<file path="config.mk">
export PLATFORM = sky130hd
export DESIGN_NAME = mux_n1_stream_flat
export DESIGN_NICKNAME = d
export VERILOG_FILES = /design/src/rtl/mux_n1_stream_if.sv /design/src/rtl/mux_n1_stream.sv /design/src/flat_wrapper.sv
export SDC_FILE = /design/constraint.sdc
export NUM_CORES = 1
export LEC_CHECK = 0
export ABC_AREA = 1
export CELL_PAD_IN_SITES_DETAIL_PLACEMENT = 1
export CELL_PAD_IN_SITES_GLOBAL_PLACEMENT = 2
export CORE_UTILIZATION = 18
export CTS_CLUSTER_DIAMETER = 80
export DETAILED_ROUTE_END_ITERATION = 7
export PLACE_DENSITY = 0.81
export SYNTH_ARGS = -nofsm -noshare
export SYNTH_HDL_FRONTEND = slang
export SYNTH_SLANG_ARGS = --single-unit
</file>
<file path="constraint.sdc">
create_clock -name sys_clk -period 2.7 [get_ports sys_clk]
set_input_delay 0.675 -clock sys_clk [delete_from_list [all_inputs] [get_ports sys_clk]]
set_output_delay 0.675 -clock sys_clk [all_outputs]
set_load 0.1 [all_outputs]
</file>
<file path="src/rtl/mux_n1_stream_if.sv">
// Stream bundle for mux_n1_stream: CH_NUM producer channels in, one consumer out.
// slave = the multiplexer's view, master = the environment driving it.
interface mux_n1_stream_if #(
  parameter int unsigned DATA_W = 8,
  parameter int unsigned CH_NUM = 4
);
  localparam int unsigned SEL_W = $clog2(CH_NUM);

  logic [CH_NUM*DATA_W-1:0] in_data;
  logic [CH_NUM-1:0]        in_valid;
  logic [CH_NUM-1:0]        in_ready;
  logic [SEL_W-1:0]         sel;
  logic [DATA_W-1:0]        out_data;
  logic                     out_valid;
  logic                     out_ready;
  logic [SEL_W-1:0]         cur_sel;

  modport master (
    output in_data, in_valid, sel, out_ready,
    input  in_ready, out_data, out_valid, cur_sel
  );

  modport slave (
    input  in_data, in_valid, sel, out_ready,
    output in_ready, out_data, out_valid, cur_sel
  );
endinterface

</file>
<file path="src/rtl/mux_n1_stream.sv">
// N:1 valid/ready stream multiplexer with one registered output slot.
// Define MUX_N1_AUTO_RR_EN for round-robin channel selection instead of the sel port.
module mux_n1_stream #(
  parameter int unsigned DATA_W = 8,
  parameter int unsigned CH_NUM = 4
) (
  input  logic             sys_clk,
  input  logic             sys_rst_n,
  mux_n1_stream_if.slave   bus
);
  localparam int unsigned SEL_W = $clog2(CH_NUM);

  logic [DATA_W-1:0] out_data_q;
  logic              out_valid_q;
  logic [SEL_W-1:0]  cur_sel_q;
  logic [SEL_W-1:0]  cur_sel_d;

  logic              slot_free;
  logic              accept;
  logic [CH_NUM-1:0] in_ready_w;
  logic [DATA_W-1:0] ch_word [CH_NUM];
  logic [DATA_W-1:0] ch_data;

  assign slot_free = !out_valid_q || bus.out_ready;

  always_comb begin
    for (int unsigned i = 0; i < CH_NUM; i++) begin
      ch_word[i] = bus.in_data[i*DATA_W +: DATA_W];
    end
  end

  assign ch_data = ch_word[cur_sel_q];

  always_comb begin
    in_ready_w = '0;
    if (sys_rst_n && slot_free) begin
      in_ready_w[cur_sel_q] = 1'b1;
    end
  end

  assign accept = |(bus.in_valid & in_ready_w);

`ifdef MUX_N1_AUTO_RR_EN
  logic [SEL_W-1:0] rr_next;
  logic             rr_found;
  logic             unused_sel;

  assign unused_sel = ^bus.sel;

  // First requester after cur_sel in wrap-around order; cur_sel itself is never a candidate.
  always_comb begin
    rr_next  = cur_sel_q;
    rr_found = 1'b0;
    for (int unsigned k = 1; k < CH_NUM; k++) begin
      logic [SEL_W-1:0] cand;
      cand = SEL_W'((32'(cur_sel_q) + k) % CH_NUM);
      if (!rr_found && bus.in_valid[cand]) begin
        rr_found = 1'b1;
        rr_next  = cand;
      end
    end
  end

  always_comb begin
    cur_sel_d = cur_sel_q;
    if (accept || (slot_free && !bus.in_valid[cur_sel_q])) begin
      cur_sel_d = rr_next;
    end
  end
`else
  always_comb begin
    cur_sel_d = cur_sel_q;
    if (slot_free && (32'(bus.sel) < CH_NUM)) begin
      cur_sel_d = bus.sel;
    end
  end
`endif

  always_ff @(posedge sys_clk or negedge sys_rst_n) begin
    if (!sys_rst_n) begin
      out_data_q  <= '0;
      out_valid_q <= 1'b0;
      cur_sel_q   <= '0;
    end else begin
      if (accept) begin
        out_data_q  <= ch_data;
        out_valid_q <= 1'b1;
      end else if (bus.out_ready) begin
        out_valid_q <= 1'b0;
      end
      cur_sel_q <= cur_sel_d;
    end
  end

  assign bus.in_ready  = in_ready_w;
  assign bus.out_data  = out_data_q;
  assign bus.out_valid = out_valid_q;
  assign bus.cur_sel   = cur_sel_q;
endmodule

</file>
<file path="src/flat_wrapper.sv">
// flat-port wrapper written by rule: the top's interface ports become plain ports
module mux_n1_stream_flat 
#(
  parameter int unsigned DATA_W = 8,
  parameter int unsigned CH_NUM = 4
)
  (sys_clk, sys_rst_n, bus_in_data, bus_in_valid, bus_sel, bus_out_ready, bus_in_ready, bus_out_data, bus_out_valid, bus_cur_sel);
  mux_n1_stream_if #(.DATA_W(DATA_W), .CH_NUM(CH_NUM)) bus_i ();
  input  logic sys_clk;
  input  logic sys_rst_n;
  input wire logic [$bits(bus_i.in_data)-1:0] bus_in_data;
  input wire logic [$bits(bus_i.in_valid)-1:0] bus_in_valid;
  input wire logic [$bits(bus_i.sel)-1:0] bus_sel;
  input wire logic [$bits(bus_i.out_ready)-1:0] bus_out_ready;
  output wire logic [$bits(bus_i.in_ready)-1:0] bus_in_ready;
  output wire logic [$bits(bus_i.out_data)-1:0] bus_out_data;
  output wire logic [$bits(bus_i.out_valid)-1:0] bus_out_valid;
  output wire logic [$bits(bus_i.cur_sel)-1:0] bus_cur_sel;
  assign bus_i.in_data = bus_in_data;
  assign bus_i.in_valid = bus_in_valid;
  assign bus_i.sel = bus_sel;
  assign bus_i.out_ready = bus_out_ready;
  assign bus_in_ready = bus_i.in_ready;
  assign bus_out_data = bus_i.out_data;
  assign bus_out_valid = bus_i.out_valid;
  assign bus_cur_sel = bus_i.cur_sel;
  mux_n1_stream #(.DATA_W(DATA_W), .CH_NUM(CH_NUM)) u_core (.sys_clk(sys_clk), .sys_rst_n(sys_rst_n), .bus(bus_i));
endmodule
</file>
* Word-level counts from Yosys, hierarchy flattened
Cells that the tools add are included.
** Cells by class
- Bitwise gates (word level) :: 2
- Reduce and logical (&&, ||, !) cells :: 6
- Muxes and demuxes :: 8
- Magnitude comparators :: 3
** Operators with widths (count)
- 8-bit binary-select mux with 2-bit select :: 1
- 8-bit two-way mux :: 2
- 4-bit AND :: 1
- 4-bit two-way mux :: 1
- 4-bit OR reduction :: 1
- 3-bit >= comparator, second input constant :: 1
- 2-bit by 3-bit less-than comparator with 1-bit output, second input constant :: 1
- 1-bit two-way mux :: 3
- 2-bit NOT with 3-bit output :: 1
- 1-bit demux with 2-bit select :: 1
- 2-bit by 1-bit >= comparator with 1-bit output, second input constant :: 1
- 1-bit logical AND :: 2
- 2-bit nonzero test :: 1
- 1-bit zero test :: 1
- 1-bit logical OR :: 1
** Word-level totals
- Bits of input ports :: 41
- Register bits after elaboration :: 11
- Word-level logic and storage cells :: 22
- Output and inout port bits :: 15

* Longest topological paths before layout
Gate-level depths: netlist of run 1.
- Depth in word-level cells :: 8
- Depth in mapped cells :: 8

* Least setup slack after synthesis of run 1
OpenSTA, ideal clock, no wires.
- Path kind :: flip-flop to output port
- Start :: register u_core.cur_sel_q[0], in the netlist u_core.bus.cur_sel[0]
- End :: output port bus_in_ready[1]
- Cell stages (with the launch flop) :: 4
- Path slack :: -1289 ps
- Data arrival time :: 3314 ps
- Cell sequence :: dfrtp_1 -> buf_6 -> inv_4 -> nor3_1
** Between the ends
- Cells in the longest elaborated chain, start to end :: 5
- Elaborated cells on any way between the ends :: 6
- Those cells by class :: order compare (2); mux (3); reduce/logical (1)
** RTL lines
- start: declaration :: line mux_n1_stream.sv:15 : logic [SEL_W-1:0] cur_sel_q;
- start signal: assignment :: line mux_n1_stream.sv:91 : cur_sel_q <= cur_sel_d;
- 2-bit by 3-bit less-than comparator with 1-bit output (implied by the code) / 2-bit by 1-bit >= comparator with 1-bit output (equally long branches) :: line mux_n1_stream.sv:37 : in_ready_w[cur_sel_q] = 1'b1;
- 1-bit logical AND (implied by the code) :: line mux_n1_stream.sv:37
- 1-bit two-way mux (implied by the code) :: line mux_n1_stream.sv:37
- 1-bit demux with 2-bit select *
- 4-bit two-way mux * :: line mux_n1_stream.sv:36 : if (sys_rst_n && slot_free) begin
- end: declaration :: line flat_wrapper.sv:15 : output wire logic [$bits(bus_i.in_ready)-1:0] bus_in_ready;
Mark *: on every way between the ends. The rest lies on a longest branch, timed or not.

* Final worst setup path of run 1
- Start :: input port bus_out_ready
- End :: output port bus_in_ready[2]
** Between the ends
- Cells in the longest elaborated chain, start to end :: 3
** RTL lines
- start: declaration :: line flat_wrapper.sv:14 : input wire logic [$bits(bus_i.out_ready)-1:0] bus_out_ready;
- 1-bit logical OR :: line mux_n1_stream.sv:24 : assign slot_free = !out_valid_q || bus.out_ready;
- 1-bit logical AND :: line mux_n1_stream.sv:36
- 4-bit two-way mux :: line mux_n1_stream.sv:36
Every way passes these cells.

==> results of run 1 <==
## state kept, by name, indices dropped and copies added, names as in the netlist
signal                cells
u_core.bus.cur_sel        2
u_core.bus.out_valid      1
u_core.bus.out_data       8
## per-layer routing
layer	track usage	vias to the layer above	wire, um
met5	0	-	0
met3	0.04500	5	224
li1	-	461	-
met1	0.1380	418	1127
met2	0.2488	34	1450
met4	0.04688	0	46
## critical path: cells and delay by family
| kind | cells | cell delay (ns) |
|---|---|---|
| simple gates | 3 | 0.54 |
| buf+inv | 3 | 0.69 |
## per-stage QoR
step	power (mW)	utilization	setup slack, ns	hold slack, ns
CTS	1.460	0.3636	0.1028	0.4825
finish	1.441	0.3636	0.1086	0.4780
detailed placement	1.289	0.3524	0.1125	0.4674
floorplan	1.025	-	-0.04776	0.3794
global route	1.527	0.3636	0.05321	0.5205
global placement	1.280	0.3524	0.1367	0.4697
## path summary, 6_finish.rpt
| kind | from | end | slack [ns] | depth (start not counted) |
|---|---|---|---|---|
| worst max-delay path | bus_out_ready | bus_in_ready[2] | 0.11 | 6 |
| worst min-delay path | u_core.bus.out_data[3] | u_core.bus.out_data[3] | 0.48 | 2 |
| worst max register to register | u_core.bus.cur_sel[1] | u_core.bus.out_data[4] | 1.05 | 7 |
| worst min register to register | u_core.bus.out_data[3] | u_core.bus.out_data[3] | 0.48 | 2 |
| max in group asynchronous | sys_rst_n | u_core.bus.out_valid | 1.70 | 2 |
| min in group asynchronous | sys_rst_n | u_core.bus.out_data[4] | 0.81 | 2 |
## cell families after synthesis
family	after synthesis	share of synthesized area
buffers and inverters	6	0.05705
and+or+nand+nor	76	0.5309
DFF	11	0.3486
AOI/OAI and AO/OA	10	0.06338
## synth_stat cells
cell | instances | share of area
nand2_1 | 52 | 0.25
nor3_1 | 3 | 0.019
nor2_8 | 2 | 0.051
nand2_4 | 3 | 0.043
dfrtp_1 | 11 | 0.35
nand4_1 | 9 | 0.071
nor2_1 | 1 | 0.0047
nand4_2 | 2 | 0.032
nand4_4 | 1 | 0.027
o21ai_0 | 7 | 0.044
inv_4 | 3 | 0.024
nand2_2 | 1 | 0.0079
buf_6 | 2 | 0.029
nor2_4 | 2 | 0.029
inv_1 | 1 | 0.0047
o21ai_1 | 3 | 0.019
## power groups by stage
| stage | Sequential (mW) | Clock [mW] | Combinational (mW) |
|---|---|---|---|
| floorplan | 0.762 | 0 | 0.263 |
| global placement | 0.299 | 0 | 0.981 |
| detailed placement | 0.304 | 0 | 0.985 |
| CTS | 0.301 | 0.171 | 0.988 |
| global route | 0.308 | 0.184 | 1.04 |
| finish | 0.299 | 0.165 | 0.976 |
## cell type report
| type | count | area [um2] |
|---|---|---|
| multi-input cells | 86 | 510.5 |
| clock buffers | 3 | 41.29 |
| repair buffers | 57 | 578.1 |
| well taps | 50 | 62.56 |
| inverters | 4 | 22.52 |
| clock inverters | 1 | 5.005 |
| flip-flops and latches | 11 | 276.5 |
| fillers | 511 | 2619 |
==> results.txt, run 1 <==
----------------------------------------------------
[CTS]
  Clock-pin slew of the registers on the worst-case setup and hold paths ... roughly 0.05 ns
  Clk Tree Root Cell ... clkbuf_8
  CTS tree ... done
  Total of cells resized after clock tree synthesis ... 0
  Number of buffers inserted during clock tree synthesis ... 3
  Number of H-tree branching levels ... 1
  # clock sinks ... 11
  Number of buffers on the longest clock path ... 2
  Cts-stage hold buffer count ... 0
  Post-CTS Setup Inserts ... 0
  Clock latency reported for the late side of the worst-skew pair ... 0.24 ns

[Timing]
  Final setup violation count ... 0
  Achievable clock frequency ... around 0.39 GHz
  Ratio of final minimum period to clock period ... 0.9598
  Minimum clock period ... between 2 and 3 ns
  Setup repair after global routing missed its margin ... false
  Layout Skew ... ~0.0013 ns
  Setup TNS ... 0 ns
  Pin slew with the least headroom to its limit ... between 0.6 and 0.7 ns
  Max-slew violation count ... 0
  Worst-case headroom to the max-slew limit ... 0.5589
  Final Hold Fails ... 0

[Cells and area]
  Fin cells ... about 210
  Final standard cell area without fillers ... about 1500 um2
  Proportion of layout cells with a drive suffix above 1 ... 0.2469
  Layout-stage area growth over the synthesis result ... 89.54%
  Commonest cells after routing, fill and taps aside ... nand2_1, clkdlybuf4s50_1, buf_4
  Commonest non-fill, non-tap cell in the layout ... nand2_1
  Final nets ... between 200 and 250
  Antenna Diode Count ... 0

[Global route]
  Remaining global-route overflow ... 0
  Via count of the first global-routing pass ... 933
  Initial antenna violation count ... 0
  Global router's overall resource usage ... 0.1340
  Pin count of the biggest net entering global routing ... 16
  First-pass GRT wire length ... ~4400 um

[Logic synthesis]
  Synth Instances ... between 100 and 150
  Synth unique cells ... 16
  Number of nets produced by synthesis ... ~140
  Total number of yosys warnings ... 0
  Post-synthesis sequential area ratio ... 0.3487
  Mean cell area of the mapped netlist ... roughly 7.7 um2
  Post-synthesis instance area ... slightly below 800 um2
  Post-synthesis register bit count ... 11

[Drt]
  DRC violation count after routing ... 0
  DR pass1 iterations ... 4
  Final ANT Viol Nets ... 0
  Ratio of routed vias to standard cells ... ~4.3
  Via count ... 918
  Routed wire length per instance ... ~13 um
  Total wire length after detailed routing ... about 2800 um
  Number of DRC violations after detailed-routing iteration 0 ... 29

[Power and ir drop]
  Relative contribution of the clock network to total power ... 0.115
  Register share of total power ... 0.208
  Fraction of power spent switching nets ... 0.6003
  Int Power ... 575.9 uW
  Power density over the cells ... slightly below 1000 nW/um2
  Switching power summed over all nets ... approximately 860 uW
  Gate power share ... 0.677
  Leakage component of the power ... 0.6691 nW
  Maximum vdd drop ... approximately 0.00033 V

[Critical path]
  Type of destination of the critical path ... output pin
  CP arrival ... 1.92 ns
  Element type at the critical path start ... input pin
  Worst-path maximum fanout ... 4
  Required time of the worst setup path ... about 2.0 ns
  Worst Setup Path Type ... in -> out
  Slowest cell on crit path ... clkdlybuf4s50_1
  Cell-by-cell listing of the critical path ... clkdlybuf4s50_1 > inv_1 > nand2_2 > nand2_1 > nor3_4 > buf_12
  Highest cell delay on the worst timing path ... around 0.45 ns

[Floorplanning]
  Placeable core region ... between 4000 and 5000 um2
  Number of placement rows ... 23
  Count of boundary I/O pins ... between 50 and 60
  Die height ... about 68 um
  Total die area ... around 4700 um2
  Chip width ... between 60 and 70 um
  Starting density of the core ... 0.1919

[Placement]
  Detailed placement HPWL ... 2320 um
  Cell Count Post-Placement ... 208
  PortBufs ... 55
  Final weighted congestion in routability-driven placement ... approximately 0.75
  Cell Area, Placed ... about 1500 um2

[Worst hold path]
  Hold Crit Class ... reg -> reg

[Outcome]
  Outcome ... finished, final reports clean

[Flow run]
  Reported max-cap violation count ... 0

----------------------------------------------------
Power figures use the tool's default switching activity.
==> run 2, diff against run 1 <==
ABC_CLOCK_PERIOD_IN_PS = 2400   (was default)
CORE_UTILIZATION = 17   (was 18)
CTS_CLUSTER_DIAMETER = default   (was 80)
PLACE_DENSITY = 0.77   (was 0.81)
clock period = 2.4 ns   (was 2.7 ns; I/O delays follow)
==> results.txt, run 2 (synthesis gave the netlist of run 1 again) <==
----------------------------------------------------
[Outcome]
  Outcome ... finished, final reports clean

[CTS]
  Clock-pin slew of the registers on the worst-case setup and hold paths ... around 0.050 ns
  # clock sinks ... 11
  Total of cells resized after clock tree synthesis ... 0
  CTS tree ... done
  Clock latency reported for the late side of the worst-skew pair ... between 0.2 and 0.25 ns
  Cts-stage hold buffer count ... 0
  Clk Tree Root Cell ... clkbuf_8
  Number of buffers inserted during clock tree synthesis ... 3
  Number of H-tree branching levels ... 1
  Post-CTS Setup Inserts ... 0
  Number of buffers on the longest clock path ... 2

[Cells and area]
  Fin cells ... between 200 and 250
  Proportion of layout cells with a drive suffix above 1 ... 0.2654
  Max FFs per register ... 8
  Commonest cells after routing, fill and taps aside ... nand2_1, clkdlybuf4s50_1, buf_4
  Final nets ... about 200
  Antenna Diode Count ... 0
  Commonest non-fill, non-tap cell in the layout ... nand2_1
  Fillers ... roughly 520
  Layout-stage area growth over the synthesis result ... 93.03%

[Floorplanning]
  Chip width ... between 70 and 80 um
  Starting density of the core ... 0.1789
  Total die area ... 4921 um2
  Die height ... between 70 and 80 um
  Placeable core region ... between 4000 and 5000 um2
  Number of placement rows ... 24
  Count of boundary I/O pins ... 56

[Critical path]
  CP arrival ... between 1.5 and 2 ns
  Worst Setup Path Type ... in -> out
  Element type at the critical path start ... input pin
  Worst-path maximum fanout ... 4
  Required time of the worst setup path ... approximately 1.8 ns
  Type of destination of the critical path ... output pin

[Drt]
  Met2 Routed Length ... 1504 um
  Routed wire length per instance ... approximately 14 um
  Uppermost metal layer occupied by signal nets ... met4
  DR pass1 iterations ... 4
  Number of DRC violations after detailed-routing iteration 0 ... 39
  Routed met3 length ... 182 um
  DRC violation count after routing ... 0
  Final ANT Viol Nets ... 0
  Total wire length after detailed routing ... 2897 um
  Met1 Routed Length ... around 1200 um
  Via count ... 945
  Ratio of routed vias to standard cells ... approximately 4.4

[Timing]
  Minimum clock period ... ~2.3 ns
  Max-slew violation count ... 0
  Worst-case headroom to the max-slew limit ... 0.7445
  Setup repair after global routing missed its margin ... false
  Layout Skew ... approximately 0.0023 ns
  Achievable clock frequency ... 0.4304 GHz
  Final setup violation count ... 0
  Final Hold Fails ... 0
  Setup TNS ... 0 ns
  Pin slew with the least headroom to its limit ... approximately 0.38 ns
  Ratio of final minimum period to clock period ... 0.9681

[Global route]
  Pin count of the biggest net entering global routing ... 16
  Initial antenna violation count ... 0
  First-pass GRT wire length ... approximately 4800 um
  Global router's overall resource usage ... 0.1252
  Via count of the first global-routing pass ... about 1000
  Remaining global-route overflow ... 0

[Placement]
  Final weighted congestion in routability-driven placement ... 0.7196
  Detailed placement HPWL ... between 2000 and 2500 um
  Cell Count Post-Placement ... between 200 and 250
  PortBufs ... 55

[Power and ir drop]
  Maximum vdd drop ... about 0.00047 V
  Power density over the cells ... between 1000 and 1500 nW/um2
  Post-layout total power ... around 1.6 mW
  Leakage component of the power ... 0.6775 nW

[Worst hold path]
  Hold Crit Class ... reg -> reg

[Flow run]
  Reported max-cap violation count ... 0

----------------------------------------------------
==> run 2: cell counts in the layout (fill, tap and decap cells not counted) <==
Identical to the previous run, type by type.
==> run 2: path summary, 6_finish.rpt <==
path / endpoint / slack (ns) / cells after the start / from
hold / removal: u_core.bus.out_data[7] / 0.48 / 2 / u_core.bus.out_data[7]
min in group asynchronous: u_core.bus.out_data[1] / 0.75 / 2 / sys_rst_n
max in group asynchronous: u_core.bus.out_valid / 1.44 / 2 / sys_rst_n
setup / recovery: bus_in_ready[0] / 0.08 / 6 / bus_out_ready
hold reg to reg: u_core.bus.out_data[7] / 0.48 / 2 / u_core.bus.out_data[7]
setup reg to reg: u_core.bus.out_data[1] / 0.94 / 7 / u_core.bus.cur_sel[0]
==> run 2: routing by layer <==
metal | track usage | vias up
met4 | 0.02000 | 0
li1 | - | 461
met3 | 0.02597 | 2
met5 | 0 | -
met1 | 0.1478 | 444
met2 | 0.2340 | 38
==> run 2: stage by stage <==
| step | setup slack [ns] | hold slack [ns] | utilization | area, um2 |
|---|---|---|---|---|
| 2_1_floorplan | 0.004919 | 0.3044 | - | 844.6 |
| 3_3_place_gp | 0.08788 | 0.4696 | 0.3348 | 1478 |
| 3_5_place_dp | 0.06194 | 0.4727 | 0.3348 | 1478 |
| 4_1_cts | 0.05995 | 0.4879 | 0.3452 | 1524 |
| 5_1_grt | 0.02157 | 0.5285 | 0.3452 | 1524 |
| 6_report | 0.07664 | 0.4803 | 0.3452 | 1524 |
==> run 2: worst max-delay path, stage by stage <==
cell and delay (ns):
clkdlybuf4s50_1 0.45, inv_1 0.06, nand2_4 0.06, nand2_2 0.13
nor3_4 0.22, buf_12 0.20
==> run 2: cell type report <==
type | count | area (um2) | area share
Inverter | 4 | 22.52 | 0.01478
Multi-Input combinational cell | 86 | 518.0 | 0.3399
Clock buffer | 3 | 41.29 | 0.02709
Timing Repair Buffer | 57 | 590.6 | 0.3875
Sequential cell | 11 | 281.5 | 0.1847
Tap cell | 52 | 65.06 | 0.04269
Clock inverter | 1 | 5.005 | 0.003284
==> run 2: power by group <==
part	switching [mW]	internal [mW]	leakage, nW
Sequential	0.0786	0.266	0.134
Clock	0.0683	0.114	0.0255
Combinational	0.827	0.281	0.518
Total	0.974	0.660	0.678
